--- config.mk ---
export PLATFORM = sky130hd
export DESIGN_NAME = freq_monitor
export DESIGN_NICKNAME = d
export VERILOG_FILES = /design/src/rtl/freq_monitor.sv
export SDC_FILE = /design/constraint.sdc
export NUM_CORES = 1
export LEC_CHECK = 0
export ABC_AREA = 1
export BUFFER_PORTS_ARGS = -buffer_cell sky130_fd_sc_hd__buf_4
export CORE_UTILIZATION = 30
export DETAILED_ROUTE_END_ITERATION = 10
export HOLD_SLACK_MARGIN = 0.05
export SLEW_MARGIN = 20
export SYNTH_ARGS = -nofsm -noshare
export SYNTH_HDL_FRONTEND = slang
export SYNTH_SLANG_ARGS = --single-unit
export TNS_END_PERCENT = 30
--- constraint.sdc ---
create_clock -name ref_clk -period 7.2 [get_ports ref_clk]
set_clock_uncertainty 0.05 [all_clocks]
set_input_delay 1.44 -clock ref_clk [delete_from_list [all_inputs] [get_ports ref_clk]]
set_output_delay 1.44 -clock ref_clk [all_outputs]
set_load 0.01 [all_outputs]
--- src/rtl/freq_monitor.sv ---
// Frequency monitor: samples the gauge's Hz reading on a fixed period, checks it
// against an expected +/- tolerance window, tracks lock state and exposes status over Avalon-MM.
module freq_monitor #(
    parameter int unsigned SamplePeriod = 550000,
    parameter int unsigned ExpectedHz   = 106250000,
    parameter int unsigned ToleranceHz  = 106250,
    parameter int unsigned LockCount    = 4
) (
    input  logic        ref_clk,
    input  logic        reset,
    input  logic [31:0] freq_hz,
    input  logic [2:0]  avs_address,
    input  logic        avs_read,
    input  logic        avs_write,
    input  logic [31:0] avs_writedata,
    output logic [31:0] avs_readdata,
    output logic        avs_readdatavalid,
    output logic        irq
);

    localparam int unsigned DataW   = 32;
    localparam int unsigned LossW   = 16;
    localparam int unsigned EventW  = 3;
    localparam int unsigned TimerW  = $clog2(SamplePeriod);
    localparam int unsigned ConsecW = $clog2(LockCount + 1);

    localparam logic [2:0] AddrStatus    = 3'd0;
    localparam logic [2:0] AddrEvents    = 3'd1;
    localparam logic [2:0] AddrExpected  = 3'd2;
    localparam logic [2:0] AddrTolerance = 3'd3;
    localparam logic [2:0] AddrLast      = 3'd4;
    localparam logic [2:0] AddrMin       = 3'd5;
    localparam logic [2:0] AddrMax       = 3'd6;
    localparam logic [2:0] AddrLoss      = 3'd7;

    typedef enum logic [1:0] {
        ST_UNKNOWN = 2'd0,
        ST_LOCKED  = 2'd1,
        ST_LOST    = 2'd2,
        ST_DEAD    = 2'd3
    } state_t;

    state_t               state_q, state_d;
    logic [ConsecW-1:0]   consec_q, consec_d;
    logic [TimerW-1:0]    timer_q;
    logic                 tick;
    logic [DataW-1:0]     expected_q, tolerance_q;
    logic [DataW-1:0]     last_q, min_q, max_q;
    logic [DataW-1:0]     min_base, max_base, min_d, max_d;
    logic                 s1_valid, s2_valid;
    logic                 in_win_q, zero_q;
    logic [DataW:0]       lo_ext, hi_ext;
    logic [DataW-1:0]     lo, hi;
    logic [EventW-1:0]    events_q, ev_set, ev_clr;
    logic [LossW-1:0]     loss_q, loss_base, loss_d;
    logic                 loss_inc;
    logic [DataW-1:0]     rd_data;
    logic                 wr_events, wr_expected, wr_tolerance, wr_minmax, wr_loss;

    assign wr_events    = avs_write && (avs_address == AddrEvents);
    assign wr_expected  = avs_write && (avs_address == AddrExpected);
    assign wr_tolerance = avs_write && (avs_address == AddrTolerance);
    assign wr_minmax    = avs_write && (avs_address == AddrMin);
    assign wr_loss      = avs_write && (avs_address == AddrLoss);

    // Sample period timer; tick on the cycle the count reaches zero
    assign tick = (timer_q == '0);

    always_ff @(posedge ref_clk) begin
        if (reset || tick) begin
            timer_q <= TimerW'(SamplePeriod - 1);
        end else begin
            timer_q <= timer_q - TimerW'(1);
        end
    end

    // Stage 1: capture the reading; a MIN/MAX clear is applied before the capture
    always_comb begin
        min_base = wr_minmax ? '1 : min_q;
        max_base = wr_minmax ? '0 : max_q;
        min_d    = min_base;
        max_d    = max_base;
        if (tick) begin
            if (freq_hz < min_base) min_d = freq_hz;
            if (freq_hz > max_base) max_d = freq_hz;
        end
    end

    always_ff @(posedge ref_clk) begin
        if (reset) begin
            last_q   <= '0;
            min_q    <= '1;
            max_q    <= '0;
            s1_valid <= 1'b0;
        end else begin
            s1_valid <= tick;
            if (tick) last_q <= freq_hz;
            min_q <= min_d;
            max_q <= max_d;
        end
    end

    // Stage 2: window compare with saturating bounds
    assign lo_ext = {1'b0, expected_q} - {1'b0, tolerance_q};
    assign hi_ext = {1'b0, expected_q} + {1'b0, tolerance_q};
    assign lo     = lo_ext[DataW] ? '0 : lo_ext[DataW-1:0];
    assign hi     = hi_ext[DataW] ? '1 : hi_ext[DataW-1:0];

    always_ff @(posedge ref_clk) begin
        if (reset) begin
            s2_valid <= 1'b0;
            in_win_q <= 1'b0;
            zero_q   <= 1'b0;
        end else begin
            s2_valid <= s1_valid;
            if (s1_valid) begin
                in_win_q <= (last_q >= lo) && (last_q <= hi);
                zero_q   <= (last_q == '0);
            end
        end
    end

    // Stage 3: lock state machine
    always_ff @(posedge ref_clk) begin
        if (reset) begin
            state_q  <= ST_UNKNOWN;
            consec_q <= '0;
        end else begin
            state_q  <= state_d;
            consec_q <= consec_d;
        end
    end

    always_comb begin
        state_d  = state_q;
        consec_d = consec_q;
        ev_set   = '0;
        loss_inc = 1'b0;
        if (s2_valid) begin
            if (zero_q) begin
                state_d  = ST_DEAD;
                consec_d = '0;
                if (state_q != ST_DEAD) ev_set[1] = 1'b1;
            end else begin
                case (state_q)
                    ST_LOCKED: begin
                        if (!in_win_q) begin
                            state_d   = ST_LOST;
                            ev_set[0] = 1'b1;
                            loss_inc  = 1'b1;
                        end
                    end
                    ST_DEAD: begin
                        state_d  = ST_LOST;
                        consec_d = '0;
                    end
                    default: begin
                        if (!in_win_q) begin
                            consec_d = '0;
                        end else if (consec_q == ConsecW'(LockCount - 1)) begin
                            state_d   = ST_LOCKED;
                            consec_d  = '0;
                            ev_set[2] = 1'b1;
                        end else begin
                            consec_d = consec_q + ConsecW'(1);
                        end
                    end
                endcase
            end
        end
        // Reprogramming the window restarts lock acquisition
        if (wr_expected || wr_tolerance) begin
            state_d  = ST_UNKNOWN;
            consec_d = '0;
        end
    end

    // Sticky events (set beats clear), loss counter, window configuration
    assign ev_clr    = wr_events ? avs_writedata[EventW-1:0] : '0;
    assign loss_base = wr_loss ? '0 : loss_q;
    assign loss_d    = (loss_inc && (loss_base != '1)) ? loss_base + LossW'(1) : loss_base;

    always_ff @(posedge ref_clk) begin
        if (reset) begin
            events_q    <= '0;
            loss_q      <= '0;
            irq         <= 1'b0;
            expected_q  <= DataW'(ExpectedHz);
            tolerance_q <= DataW'(ToleranceHz);
        end else begin
            events_q <= (events_q & ~ev_clr) | ev_set;
            loss_q   <= loss_d;
            irq      <= |events_q;
            if (wr_expected)  expected_q  <= avs_writedata;
            if (wr_tolerance) tolerance_q <= avs_writedata;
        end
    end

    // CSR read path, one cycle latency, returns pre-write values
    always_comb begin
        rd_data = '0;
        case (avs_address)
            AddrStatus:    rd_data = {29'b0, in_win_q, state_q};
            AddrEvents:    rd_data = {29'b0, events_q};
            AddrExpected:  rd_data = expected_q;
            AddrTolerance: rd_data = tolerance_q;
            AddrLast:      rd_data = last_q;
            AddrMin:       rd_data = min_q;
            AddrMax:       rd_data = max_q;
            AddrLoss:      rd_data = {16'b0, loss_q};
            default:       rd_data = '0;
        endcase
    end

    always_ff @(posedge ref_clk) begin
        if (reset) begin
            avs_readdata      <= '0;
            avs_readdatavalid <= 1'b0;
        end else begin
            avs_readdatavalid <= avs_read;
            if (avs_read) avs_readdata <= rd_data;
        end
    end

endmodule

### Word level (Yosys, flattened, before mapping)

Cells that the tools add are included.

| storage, ports and cells | value |
|---|---|
| bits in registers | 242 |
| output and inout port bits | 34 |

| cells by class | value |
|---|---|
| add/subtract/negate cells | 5 |
| $lt $le $gt $ge | 4 |
| equality and inequality tests | 14 |
| muxes and demuxes | 32 |
| bitwise logic cells | 3 |
| reductions and logical operators | 19 |

Operators with widths:

| cell | count |
|---|---|
| two-way mux 32 bit | 8 |
| one-hot mux 32 bit (8 select lines) | 1 |
| adder 32 x 32 -> 33 bit | 1 |
| subtractor 32 x 32 -> 33 bit | 1 |
| greater-or-equal comparator 32 bit | 1 |
| greater-than comparator 32 bit | 1 |
| <= comparator 32 bit | 1 |
| zero test 32 bit | 1 |
| less-than comparator 32 bit | 1 |
| two-way mux 16 bit | 2 |
| zero test 20 bit | 1 |
| subtractor 20 x 1 -> 20 bit (second input constant) | 1 |
| adder 16 x 1 -> 16 bit (second input constant) | 1 |
| != test 16 bit (second input constant) | 1 |
| two-way mux 3 bit | 5 |
| == test 3 bit (second input constant) | 4 |
| two-way mux 1 bit | 10 |
| == test 3 x 2 -> 1 bit (second input constant) | 3 |
| two-way mux 2 bit | 4 |
| nonzero test 4 bit | 2 |
| logical AND 1 bit | 7 |
| one-hot mux 3 bit (2 select lines) | 1 |
| != test 2 bit (second input constant) | 2 |
| one-hot mux 2 bit (2 select lines) | 1 |
| other kinds (14) | 16 |

### Logic depth before layout (Yosys ltp)

| logic depth | value |
|---|---|
| depth in word-level cells | 7 |
| depth in mapped cells | 28 |
| depth with buffers taken out | 26 |

### Worst setup path after synthesis

Ideal clock, no wire load.

| timing | value |
|---|---|
| path kind | input to register |
| from | in avs_address[1] |
| to | reg max_q[30] |
| setup time | 0.117 ns |
| data arrival time | 3.539 ns |
| required time | 7.033 ns |
| path slack | 3.494 ns |
| cell stages on the path | 15 |
| path through | inv_1 > nand4_2 > clkbuf_1 > nand2_1 > ha_1 > nand2_1 > nor2_1 > nand2_1 > nor3_1 > nand2_1 > nand2_1 > clkbuf_1 > nand3_1 > nand2_1 > nor2_1 |

| between the ends | value |
|---|---|
| cells in the longest elaborated chain, start to end | 6 |

RTL lines:

| element | RTL line | RTL |
|---|---|---|
| from (decl) | 12 | `input logic [2:0] avs_address,` |
| == test 3 bit * | 63 | `assign wr_minmax = avs_write && (avs_address == AddrMin);` |
| logical AND 1 bit * | 63 |  |
| two-way mux 32 bit * | 80 | `max_base = wr_minmax ? '0 : max_q;` |
| greater-than comparator 32 bit | 85 | `if (freq_hz > max_base) max_d = freq_hz;` |
| two-way mux 32 bit | 85 |  |
| two-way mux 32 bit * | 83 | `if (tick) begin` |
| to (signal assigned) | 99 | `max_q <= max_d;` |
| to (decl) | 48 | `logic [DataW-1:0] last_q, min_q, max_q;` |

Mark *: on every way between the ends. The rest lies on a longest branch, timed or not.
A chain may end at the register's enable or synchronous reset.

### Worst setup path after layout

| timing | value |
|---|---|
| from | in avs_address[1] |
| to | reg max_q[0] |

Same word-level chain as after synthesis.

==> out/summary.log <==
qor: status.status complete, no violations
qor: timing.final_period_minus_worst_setup_slack 5.01 ns
qor: global_route.first_global_vias 16400
qor: placed_design.dp_cells 3421
qor: floorplanning.initial_core_util 30.4%
qor: global_route.global_route_wire_length_before_repair 93.5 mm
qor: timing.finalHoldViolCount 0
qor: critical_path.startpoint_kind_of_the_worst_setup_timing_path primary input
qor: worst_hold_path.tightest_hold_check_type flip-flop to flip-flop
qor: critical_path.worstPathArrival 5.41 ns
qor: floorplanning.die_h 244 um
qor: pwr.power_report.internal_total 2.46 mW
qor: placed_design.dp_hpwl 48.0 mm
qor: clock_network.cts_tree done
qor: placed_design.dpl_worst_slack 1.67 ns
qor: critical_path.timing.reg2reg.worst_path_depth 25
qor: critical_path.critical_path.max_fanout 34
qor: pwr.power 3.50 mW
qor: layout.finalNetCount 2953
qor: critical_path.setup.worst_path.class primary input to flip-flop
qor: critical_path.endpoint_kind flip-flop
qor: pwr.swShare 29.7%
qor: synthesis.synthesis.yosys.warnings 0
qor: timing.setup_repair_after_global_routing_missed_its_margin no
qor: routing.route.detailed.vias_per_inst 5.12
qor: synthesis.syn_avg_cell_area 6.64 um^2
qor: critical_path.reg2reg_from expected_q[0]
qor: global_route.globalRouteTotalUtil 19.9%
qor: routing.met3RoutedLength 3.94 mm
qor: timing.fin_ws 2.19 ns
qor: routing.drt-wirelength-per-cell 17.6 um
qor: clock_network.cts.repair_timing.setup_buffer_count 0
qor: synthesis.share_of_yosys_cell_area_claimed_by_the_top_area_cell_type 27.5%
qor: timing.timing_worst_slew_pin_value 1.12 ns
qor: synthesis.synth_area 17600 um^2
qor: pwr.power_density 175 nW/um^2
qor: clock_network.root_buffer clkbuf_16
qor: layout.post_synthesis_to_final_layout_area_growth 13.3%
qor: critical_path.launch_point_of_the_critical_path avs_address[1]
qor: clock_network.post_cts_hold_buffer_count 0
qor: synthesis.synth.ff_latch_count 242
qor: synthesis.synth.top_cells.by_count nand2_1, inv_1, a21oi_1
qor: critical_path.worst_ep_required_time 7.60 ns
qor: clock_network.cts.repair.resized 0
qor: layout.final_cells 3471
qor: run.maxCapViolCount 0
qor: clock_network.htree_levels 1
qor: critical_path.r2r-end in_win_q
qor: timing.timing.slew.headroom 25.0%
qor: routing.routed_length_on_met1 28.6 mm
qor: synthesis.synth_edf_count 0
qor: routing.dr_total_vias 17800
qor: synthesis.synthesized_net_count 2917
qor: pwr.net-switching-power 1.04 mW
qor: timing.finalSetupViolations 0
qor: synthesis.synth.largest_area_cell dfxtp_1
qor: pwr.cellLeakagePower 9.45 nW
qor: synthesis.synth-seq-area-share 27.5%
qor: placed_design.routability_driven_placement_congestion_ratio 0.978
qor: synthesis.yosys.cell_types.count 52
qor: floorplanning.io-pin-count 105
qor: critical_path.endpoint max_q[0]
qor: placed_design.io_buffers 104
qor: pwr.pwr-share-comb 17.9%
qor: layout.layout.core_utilization 34.5%
qor: routing.met2RoutedLength 26.6 mm
qor: floorplanning.dieArea 59600 um^2
qor: critical_path.reg2reg_slack 2.59 ns
qor: routing.drtPass1Iterations 6
qor: layout.layout-drive-gt1-share 7.21%
qor: synthesis.yosys.cell_count.top_type nand2_1
qor: synthesis.synthFlopType dfxtp_1
qor: timing.tns 0 ns
qor: floorplanning.design.core.area 57800 um^2
qor: floorplanning.die_width 244 um
qor: routing.finalWirelength 61.1 mm
qor: routing.top_layer_used met5
qor: synthesis.asyncSetResetFlopFracSynth 0%
qor: clock_network.clk_pin_slew_worst_paths 0.06 ns
qor: pwr.vdd.ir_drop.worst 193 uV
qor: routing.dr.first_iter.drc_count 1638
qor: floorplanning.fp-row-count 88
qor: layout.antennaDiodeCount 0
qor: global_route.antenna_found_initial 1
qor: routing.drcViolationCount 0
qor: timing.max_freq 0.200 GHz
qor: global_route.grt_start_max_net_pins 57
qor: routing.detail-route-antenna-nets 0
qor: pwr.power.share.sequential 39.4%
qor: pwr.power.share.clock 42.7%
qor: clock_network.cts-root-to-sink-buffers 3
qor: clock_network.cts_sinks 242
qor: timing.slew_viol_final 0
qor: synthesis.post_synth_inst_count 2650
qor: synthesis.netlist_top_cells_area dfxtp_1, ha_1, nand2_1
qor: global_route.remaining_global_route_overflow 0
qor: clock_network.clock_insertion_delay_worst_skew 0.59 ns
qor: clock_network.cts_made_buffers 28
qor: timing.final_worst_path_cycle_share 69.6%
## area by class of cell
cell class | instances | area, um^2
clock buffer | 42 | 823
timing repair buffer | 123 | 923
fill | 6320 | 37900
inverter | 368 | 1380
sequential | 242 | 4840
tap | 765 | 957
clock inverter | 8 | 129
multi-input combinational | 1923 | 10900
## sequential cells by signal, summed over array words and instances (netlist names)
| register | count |
|---|---|
| consec_q | 3 |
| min_q | 32 |
| timer_q | 20 |
| state_q | 2 |
| loss_q | 16 |
| avs_readdata | 32 |
| tolerance_q | 32 |
| last_q | 32 |
| s1_valid | 1 |
| s2_valid | 1 |
| irq | 1 |
| max_q | 32 |
| events_q | 3 |
| in_win_q | 1 |
| avs_readdatavalid | 1 |
| expected_q | 32 |
| zero_q | 1 |
## metal layers
metal / global-route usage [%] / up-vias
met1: 27.6 / 8197
met4: 6.84 / 2
met3: 2.52 / 100
met2: 31.4 / 557
met5: 0 / -
li1: - / 8925
## power by group through the flow
| stage | Clock [mW] | Combinational [mW] | Sequential, mW |
|---|---|---|---|
| after CTS | 1.52 | 0.616 | 1.38 |
| after global placement | 0 | 0.612 | 1.41 |
| after global routing | 1.57 | 0.694 | 1.38 |
| final | 1.49 | 0.626 | 1.38 |
| after floorplan | 0 | 0.393 | 1.41 |
| after detailed placement | 0 | 0.614 | 1.41 |
## worst max-delay path: stages
cell and delay [ns]:
buf_4 0.13, inv_1 0.13, nand4_2 0.81, buf_4 0.51
nand2_1 0.09, ha_1 0.25, inv_1 0.07, nor2_1 0.03
o21ai_0 0.13, a21oi_1 0.10, o21ai_0 0.17, nand2_1 0.10
nand2_1 0.07, nand2_1 0.46, buf_4 0.44, nand2_2 0.25
nand2_1 0.08, nand2_1 0.07, nor2_1 0.05
## logic make-up after synthesis
logic type | Yosys count | synth area share, %
compound gates | 619 | 20.0
fa+ha+maj | 196 | 14.0
simple gates | 1071 | 25.8
buf+inv | 485 | 10.7
flops | 242 | 27.5
xor+xnor | 37 | 1.84
## through the flow
step                hold slack (ns)  instance area (um^2)
finish                        0.342                 19900
global route                  0.363                 19900
CTS                           0.346                 19900
detailed placement            0.331                 19000
global placement              0.326                 19000
floorplan                     0.316                 17600
## worst min path at each step
stage | startpoint | end | slack (ns) | cells after the start
4_1_cts | timer_q[0] | timer_q[0] | 0.35 | 1
2_1_floorplan | timer_q[0] | timer_q[0] | 0.32 | 1
5_1_grt | timer_q[0] | timer_q[0] | 0.36 | 1
6_report | timer_q[0] | timer_q[0] | 0.34 | 1
3_3_place_gp | timer_q[0] | timer_q[0] | 0.33 | 1
3_5_place_dp | timer_q[0] | timer_q[0] | 0.33 | 1
## cell usage in the layout (no fill, tap or decap), types with 33 or more instances in the layout
cell     netlist  final
o21ai_0      173    173
buf_4          6    123
dfxtp_1      242    242
nand3_1      200    200
ha_1         194    194
nand2_1      525    525
nand4_1       33     33
inv_1        363    363
o22ai_1       59     59
a21oi_1      249    249
nor2_1       240    239
(Power assumes the default switching activity.)
